[config.mk]
export PLATFORM = sky130hd
export DESIGN_NAME = deserializer_stream
export DESIGN_NICKNAME = d
export VERILOG_FILES = /design/src/rtl/deserializer_pkg.sv /design/src/rtl/deser_out_slot.sv /design/src/rtl/deserializer_stream.sv
export SDC_FILE = /design/constraint.sdc
export NUM_CORES = 1
export LEC_CHECK = 0
export ABC_AREA = 0
export BUFFER_PORTS_ARGS = -buffer_cell sky130_fd_sc_hd__buf_2
export CAP_MARGIN = 15
export CORE_UTILIZATION = 45
export CTS_BUF_LIST = sky130_fd_sc_hd__clkbuf_4
export DETAILED_ROUTE_END_ITERATION = 10
export MAX_ROUTING_LAYER = met4
export PLACE_DENSITY_LB_ADDON = 0.25
export SYNTH_ARGS = -nofsm -noshare
export SYNTH_HDL_FRONTEND = slang
export SYNTH_SLANG_ARGS = --single-unit
[constraint.sdc]
create_clock -name clk_i -period 1.6 [get_ports clk_i]
set_clock_uncertainty 0.05 [all_clocks]
set_input_delay 0.24 -clock clk_i [delete_from_list [all_inputs] [get_ports clk_i]]
set_output_delay 0.24 -clock clk_i [all_outputs]
set_load 0.01 [all_outputs]
[src/rtl/deserializer_pkg.sv]
// Shared types and helpers for the stream deserializer.
package deserializer_pkg;

    localparam int DROP_CNT_W = 16;

    typedef enum logic {
        SLOT_EMPTY = 1'b0,
        SLOT_FULL  = 1'b1
    } slot_state_t;

    function automatic int mod_width(input int data_w);
        return $clog2(data_w) + 1;
    endfunction

endpackage

[src/rtl/deser_out_slot.sv]
// One-word valid/ready holding slot; drops new words while full and stalled.
module deser_out_slot
    import deserializer_pkg::*;
#(
    parameter int DATA_W = 16,
    parameter int MOD_W  = 5
) (
    input  logic              clk_i,
    input  logic              srst_i,
    input  logic              load_i,
    input  logic [DATA_W-1:0] data_i,
    input  logic [MOD_W-1:0]  mod_i,
    input  logic              ready_i,
    output logic [DATA_W-1:0] data_o,
    output logic [MOD_W-1:0]  mod_o,
    output logic              val_o,
    output logic              overflow_o
);

    slot_state_t state_q, state_d;
    logic        take;
    logic        drop;

    always_ff @(posedge clk_i) begin
        if (srst_i) begin
            state_q    <= SLOT_EMPTY;
            data_o     <= '0;
            mod_o      <= '0;
            overflow_o <= 1'b0;
        end else begin
            state_q    <= state_d;
            overflow_o <= drop;
            if (take) begin
                data_o <= data_i;
                mod_o  <= mod_i;
            end
        end
    end

    always_comb begin
        state_d = state_q;
        take    = 1'b0;
        drop    = 1'b0;
        unique case (state_q)
            SLOT_EMPTY: begin
                if (load_i) begin
                    take    = 1'b1;
                    state_d = SLOT_FULL;
                end
            end
            SLOT_FULL: begin
                if (ready_i) begin
                    // Consumer frees the slot this cycle, so a new word can refill it.
                    if (load_i) take = 1'b1;
                    else state_d = SLOT_EMPTY;
                end else if (load_i) begin
                    drop = 1'b1;
                end
            end
        endcase
    end

    assign val_o = (state_q == SLOT_FULL);

endmodule

[src/rtl/deserializer_stream.sv]
// Collects LANES-bit beats into DATA_W-bit words with packet-end flush.
// Optional dropped-word counter: define DESER_DROP_CNT_EN.
module deserializer_stream
    import deserializer_pkg::*;
#(
    parameter int  DATA_W    = 16,
    parameter int  LANES     = 1,
    parameter int  MSB_FIRST = 1,
    localparam int MOD_W     = mod_width(DATA_W)
) (
    input  logic                  clk_i,
    input  logic                  srst_i,
    input  logic [LANES-1:0]      data_i,
    input  logic                  data_val_i,
    input  logic                  data_last_i,
    output logic [DATA_W-1:0]     deser_data_o,
    output logic [MOD_W-1:0]      deser_data_mod_o,
    output logic                  deser_data_val_o,
    input  logic                  deser_data_ready_i,
`ifdef DESER_DROP_CNT_EN
    output logic [DROP_CNT_W-1:0] drop_cnt_o,
`endif
    output logic                  overflow_o
);

    localparam logic [MOD_W-1:0] STEP     = MOD_W'(LANES);
    localparam logic [MOD_W-1:0] LAST_POS = MOD_W'(DATA_W - LANES);

    logic [DATA_W-1:0] acc_q;
    logic [DATA_W-1:0] beat;
    logic [DATA_W-1:0] word;
    logic [MOD_W-1:0]  cnt_q;
    logic [MOD_W-1:0]  cnt_inc;
    logic [MOD_W-1:0]  pos;
    logic              done;

    always_comb begin
        pos     = (MSB_FIRST != 0) ? (LAST_POS - cnt_q) : cnt_q;
        beat    = DATA_W'(data_i) << pos;
        word    = acc_q | beat;
        cnt_inc = cnt_q + STEP;
        done    = data_val_i && (data_last_i || cnt_q == LAST_POS);
    end

    always_ff @(posedge clk_i) begin
        if (srst_i) begin
            acc_q <= '0;
            cnt_q <= '0;
        end else if (data_val_i) begin
            if (done) begin
                acc_q <= '0;
                cnt_q <= '0;
            end else begin
                acc_q <= word;
                cnt_q <= cnt_inc;
            end
        end
    end

    deser_out_slot #(
        .DATA_W (DATA_W),
        .MOD_W  (MOD_W)
    ) u_slot (
        .clk_i      (clk_i),
        .srst_i     (srst_i),
        .load_i     (done),
        .data_i     (word),
        .mod_i      (cnt_inc),
        .ready_i    (deser_data_ready_i),
        .data_o     (deser_data_o),
        .mod_o      (deser_data_mod_o),
        .val_o      (deser_data_val_o),
        .overflow_o (overflow_o)
    );

`ifdef DESER_DROP_CNT_EN
    always_ff @(posedge clk_i) begin
        if (srst_i) begin
            drop_cnt_o <= '0;
        end else if (overflow_o && drop_cnt_o != '1) begin
            drop_cnt_o <= drop_cnt_o + DROP_CNT_W'(1);
        end
    end
`endif

endmodule
==> results of run 1 <==
kinds of logic (layout without fill, tap and decap cells):
family	Yosys count	count (layout)	synth area share
muxes	3	3	0.0159
AOI/OAI and AO/OA	61	61	0.258
xor gates and xnor gates	3	3	0.0139
buffers and inverters	17	64	0.0583
DFF	44	44	0.466
adders and majority gates	1	1	0.00662
and+or+nand+nor	72	72	0.181
area by class of cell:
cell class | count | area, µm² | share of cell area
repair buffers | 52 | 397 | 0.170
flip-flops and latches | 44 | 882 | 0.377
clock inverters | 3 | 42.5 | 0.0182
inverters | 4 | 15.0 | 0.00642
well taps | 50 | 62.6 | 0.0268
multi-input cells | 140 | 901 | 0.385
clock buffers | 5 | 37.5 | 0.0161
power by group:
| part | leakage, nW | switching [mW] | total [mW] | internal [mW] |
|---|---|---|---|---|
| logic | 0.503 | 0.131 | 0.239 | 0.108 |
| clock network | 0.0428 | 0.358 | 0.685 | 0.327 |
| registers | 0.357 | 0.0132 | 1.14 | 1.13 |
| total | 0.904 | 0.502 | 2.06 | 1.56 |
worst max path at each step:
stage / from / end / slack [ns]
5_1_grt: u_slot.val_o$_SDFF_PP0_ / u_slot.mod_o[4]$_SDFFE_PP0P_ / -0.009
2_1_floorplan: cnt_q[1]$_SDFFE_PP0P_ / u_slot.data_o[10]$_SDFFE_PP0P_ / 0.004
6_report: u_slot.val_o$_SDFF_PP0_ / u_slot.data_o[14]$_SDFFE_PP0P_ / 0.06
4_1_cts: u_slot.val_o$_SDFF_PP0_ / u_slot.mod_o[1]$_SDFFE_PP0P_ / -0.002
3_3_place_gp: cnt_q[4]$_SDFFE_PP0P_ / u_slot.mod_o[4]$_SDFFE_PP0P_ / 0.05
3_5_place_dp: cnt_q[4]$_SDFFE_PP0P_ / u_slot.mod_o[4]$_SDFFE_PP0P_ / -0.004
what timing repair did:
| item | CTS | global route |
|---|---|---|
| pin swaps | 1 | 1 |
| cloned | 0 | 2 |
| endpoints found under the hold margin | 0 | 0 |
| gates resized for setup | 1 | 5 |
| buffers inserted | 0 | 3 |
| endpoints found under the setup margin | 3 | 20 |
per-stage QoR:
step / power (mW) / hold WS (ns)
2_1_floorplan: 1.31 / 0.338
3_3_place_gp: 1.38 / 0.398
3_5_place_dp: 1.38 / 0.407
4_1_cts: 2.07 / 0.0216
5_1_grt: 2.15 / 0.0202
6_report: 2.06 / 0.0339
flip-flops by register name, summed over array words and instances, names as in the netlist:
name and count:
u_slot.data_o 16, u_slot.mod_o 5, cnt_q 5, acc_q 16, u_slot.overflow_o 1, u_slot.val_o 1
placed cells by master, fill, tap and decap left out, types with 2 or more instances in the layout:
| cell | Yosys | routed |
|---|---|---|
| a211oi_2 | 18 | 18 |
| a21oi_1 | 35 | 35 |
| a31oi_1 | 4 | 4 |
| and2_1 | 3 | 3 |
| buf_12 | 0 | 3 |
| buf_2 | 1 | 28 |
| buf_4 | 2 | 18 |
| clkbuf_16 | 0 | 2 |
| clkbuf_4 | 0 | 5 |
| dfxtp_1 | 44 | 43 |
| inv_1 | 4 | 4 |
| mux2i_1 | 3 | 3 |
| nand2_1 | 4 | 4 |
| nand2b_1 | 4 | 4 |
| nand3_1 | 4 | 4 |
| nor2_1 | 43 | 43 |
| nor2b_1 | 3 | 3 |
| nor3_1 | 6 | 6 |
| nor3_2 | 2 | 2 |
| xnor2_1 | 3 | 3 |
per-layer routing:
metal / vias up / part of all wire / GRT usage
met2: 31 / 0.41 / 0.261
met5: - / 0 / -
li1: 797 / - / -
met3: 5 / 0.049 / 0.0514
met1: 703 / 0.52 / 0.283
met4: 0 / 0.013 / 0.0638
==> results.sh, run 1 <==
export IMPL_status="finished, final reports clean"
export IMPL_ff2ff_setup_slack_ns=0.06
export IMPL_yosys_area_top_type="dfxtp_1"
export IMPL_worst_pin_slew_ns=0.350
export IMPL_yosys_register_bits=44
export IMPL_antenna_cells=0
export IMPL_via_per_inst=5.15
export IMPL_grt_ovfl_total=0
export IMPL_period_needed_ns=1.54
export IMPL_critPathRequiredTime_ns=1.84
export IMPL_num_fill_cells=380
export IMPL_drt_initial_drc_count=46
export IMPL_path_clk_slew_ns=0.13
export IMPL_finish_utilization=0.580
export IMPL_cts_made_buffers=5
export IMPL_path_depth=6
export IMPL_portBuffers=28
export IMPL_grt_max_degree=27
export IMPL_power_leakage_nw=0.904
export IMPL_hold_buffers=0
export IMPL_placed_cells_incl_taps=285
export IMPL_cts_sinks=44
export IMPL_area_growth_syn_to_layout_pct=23.7
export IMPL_fin_ws_ns=0.0591
export IMPL_num_vias=1536
export IMPL_cts_tree="yes"
export IMPL_finalSetupViolCount=0
export IMPL_crit_arrival_ns=1.78
export IMPL_yosys_top_cells_area="dfxtp_1 47%, a211oi_2 12%, a21oi_1 9.3%"
export IMPL_yosys_warnings=0
export IMPL_syn_inst=201
export IMPL_vdd_ir_drop_max_mv=0.614
export IMPL_path_cells="nor2b_1 -> a2111oi_4 -> buf_6 -> clkbuf_16 -> nor2_1 -> a211oi_2"
export IMPL_avgSynthCellArea_um2=9.40
export IMPL_synth_top_cell_area_share=0.466
export IMPL_antenna_found_initial=0
export IMPL_pre_cts_slack_ns=-0.00417
export IMPL_min_to="u_slot.mod_o[3]$_SDFFE_PP0P_"
export IMPL_grt_pass1_vias=1334
export IMPL_fin_nets=254
export IMPL_drt_total_wl_um=3900
export IMPL_cp_end_kind="flop"
export IMPL_synth_common_cells="44 x dfxtp_1, 43 x nor2_1, 35 x a21oi_1, 18 x a211oi_2, 6 x nor3_1"
export IMPL_first_pass_iters=4
export IMPL_worstSkewPairLatency_ns=0.35
export IMPL_fin_crit_sh=0.963
export IMPL_pwr_density_cell_mw_per_mm2=882
export IMPL_synthArstFlopShare=0
export IMPL_ff2ff_path_depth=6
export IMPL_startpoint_type="flop"
export IMPL_hpwl_um=2640
export IMPL_drv_cap=0
export IMPL_path_class="flop to flop"
export IMPL_crit_path_max_incr_delay_ns=0.34
export IMPL_cp_top_family="compound AO/OA/AOI/OAI gates"
export IMPL_die_x_um=66.8
export IMPL_synth_most_common_cell="dfxtp_1"
export IMPL_core_rowCount=23
export IMPL_crit_buf_inv=2
export IMPL_final_area_mm2=0.00234
export IMPL_drv_slew=0
export IMPL_hold_class="input port to flop"
export IMPL_drc=0
export IMPL_h_tree_depth=2
export IMPL_syn_num_nets=208
export IMPL_r2r_end="u_slot.data_o[14]$_SDFFE_PP0P_"
export IMPL_core_area_mm2=0.00403
export IMPL_drive_gt1_frac=0.339
export IMPL_max_freq_mhz=649
export IMPL_ys_seq_area_frac=0.466
export IMPL_finalNonFillerCells=298
export IMPL_clk_path_buf_depth=2
export IMPL_path_max_fanout=13
export IMPL_grt_use_total=0.196
export IMPL_grt_pass1_wl_um=6380
export IMPL_io_pins=29
export IMPL_fin_tns_setup_ns=0
export IMPL_maxSlewHeadroom=0.766
export IMPL_place_gp_congestion=0.807
export IMPL_hp_start="srst_i"
export IMPL_holdPathStages=2
export IMPL_post_dp_cell_area_mm2=0.00216
export IMPL_synth_top_flop_cell="dfxtp_1"
export IMPL_r2r_start="u_slot.val_o$_SDFF_PP0_"
export IMPL_synth_area_mm2=0.00189
export IMPL_floorplan_initialDensity=0.469
export IMPL_synth_edff_count=0
export IMPL_final_antenna_net_count=0
export IMPL_yosysUniqueCellTypes=27
export IMPL_slowest_stage="dfxtp_2"
export IMPL_wl_per_cell_um=13.1
export IMPL_hold_viol=0
export IMPL_fp_dieArea_mm2=0.00446
export IMPL_die_h_um=66.8
export IMPL_root_buffer="clkbuf_4"
Power figures use the tool's default switching activity.
==> inputs of run 2 (changes only) <==
Settings changed: CTS_CLUSTER_DIAMETER from default to 150, PLACE_DENSITY from default to 0.68, PLACE_DENSITY_LB_ADDON 0.25 to default.
==> results.sh, run 2 (synthesized netlist as in run 1, its figures left out) <==
export IMPL_floorplan_initialDensity=0.469
export IMPL_path_clk_slew_ns=0.13
export IMPL_drc=0
export IMPL_highest_layer="met4"
export IMPL_fp_dieArea_mm2=0.00446
export IMPL_critPathRequiredTime_ns=1.79
export IMPL_post_dp_cell_area_mm2=0.00216
export IMPL_cts_tree="yes"
export IMPL_grt_pass1_wl_um=6890
export IMPL_worstSkewPairLatency_ns=0.36
export IMPL_first_pass_iters=4
export IMPL_grt_ovfl_total=0
export IMPL_portBuffers=28
export IMPL_crit_arrival_ns=1.73
export IMPL_cts_made_buffers=5
export IMPL_grt_pass1_vias=1502
export IMPL_rsz0062_at_grt="yes"
export IMPL_fin_nets=253
export IMPL_wl_met1_um=2040
export IMPL_drt_initial_drc_count=63
export IMPL_drv_slew=0
export IMPL_drv_cap=0
export IMPL_hold_viol=0
export IMPL_via_per_inst=5.32
export IMPL_top_regs="acc_q (16), u_slot.data_o (16)"
export IMPL_final_antenna_net_count=0
export IMPL_path_max_fanout=17
export IMPL_wl_met2_um=1860
export IMPL_path_class="flop to flop"
export IMPL_hpwl_um=2720
export IMPL_root_buffer="clkbuf_4"
export IMPL_drive_gt1_frac=0.358
export IMPL_fin_crit_sh=0.961
export IMPL_h_tree_depth=2
export IMPL_period_needed_ns=1.54
export IMPL_antenna_found_initial=0
export IMPL_die_h_um=66.8
export IMPL_area_growth_syn_to_layout_pct=23.7
export IMPL_final_common_cell="nor2_1"
export IMPL_die_x_um=66.8
export IMPL_hold_class="input port to flop"
export IMPL_cts_sinks=44
export IMPL_finalSetupViolCount=0
export IMPL_antenna_cells=0
export IMPL_core_area_mm2=0.00403
export IMPL_worst_pin_slew_ns=0.413
export IMPL_vdd_ir_drop_max_mv=0.580
export IMPL_core_rowCount=23
export IMPL_met3_length_um=167
export IMPL_status="finished, final reports clean"
export IMPL_io_pins=29
export IMPL_fin_ws_ns=0.0628
export IMPL_hold_buffers=0
export IMPL_cp_end_kind="flop"
export IMPL_fin_hold_ws_ns=0.141
export IMPL_wl_per_cell_um=13.9
export IMPL_pre_cts_slack_ns=-0.0477
export IMPL_layout_common_cells="42 x nor2_1, 39 x dfxtp_1, 35 x a21oi_1"
export IMPL_power_leakage_nw=0.911
export IMPL_grt_use_total=0.210
export IMPL_pwr_density_cell_mw_per_mm2=944
export IMPL_clk_path_buf_depth=2
export IMPL_place_gp_congestion=0.836
export IMPL_num_vias=1575
export IMPL_max_freq_mhz=651
export IMPL_grt_max_degree=29
export IMPL_maxSlewHeadroom=0.724
export IMPL_drt_total_wl_um=4110
export IMPL_startpoint_type="flop"
export IMPL_fin_tns_setup_ns=0
export IMPL_final_area_mm2=0.00234
[run 2: cell count changes in the layout (fill, tap and decap cells not counted), sizes merged]
cell,change
clkinv,-2
clkbuf,-2
bufbuf,+1
bufinv,+1
[run 2: what timing repair did]
item / in CTS / in global routing
resized for setup: 1 / 8
cloned: 1 / 0
buffers inserted: 2 / 1
pin swaps: 1 / 1
endpoints found under the setup margin: 18 / 21
[run 2: per-layer routing]
layer  vias to the layer above  global-route usage
met5                         -                   -
met4                         0              0.0559
met3                         5              0.0462
met2                        37               0.312
met1                       743               0.287
li1                        790                   -
[run 2: final timing paths]
| kind | startpoint | end | slack, ns | cells past startpoint |
|---|---|---|---|---|
| max | u_slot.val_o$_SDFF_PP0_ | u_slot.mod_o[3]$_SDFFE_PP0P_ | 0.06 | 5 |
| min | data_i | acc_q[0]$_SDFFE_PP0P_ | 0.14 | 3 |
| max reg2reg | u_slot.val_o$_SDFF_PP0_ | u_slot.mod_o[3]$_SDFFE_PP0P_ | 0.06 | 5 |
| min reg2reg | acc_q[2]$_SDFFE_PP0P_ | acc_q[2]$_SDFFE_PP0P_ | 0.43 | 2 |
[run 2: where the power goes]
part / internal (mW) / switching (mW)
combinational: 0.104 / 0.131
sequential: 1.13 / 0.0150
clock: 0.478 / 0.352
total: 1.71 / 0.498
[run 2: layout make-up]
type	count	area [µm²]
clock buffer	5	37.5
clock inverter	2	60.1
fill	358	1690
inverter	4	15.0
multi-input combinational	140	908
sequential	44	887
tap	50	62.6
timing repair buffer	51	367
[run 2: metrics by stage]
stage	total power [mW]	utilization	instances
after floorplan	1.31	-	201
after global placement	1.38	0.537	285
after detailed placement	1.38	0.537	285
after CTS	2.22	0.574	295
after global routing	2.29	0.580	296
final	2.21	0.580	296
[run 2: critical path, cell delays in order (launching register included)]
cell,delay (ns)
dfxtp_2,0.35
nor2b_4,0.13
a2111oi_4,0.34
buf_4,0.18
bufbuf_16,0.30
a211oi_2,0.08
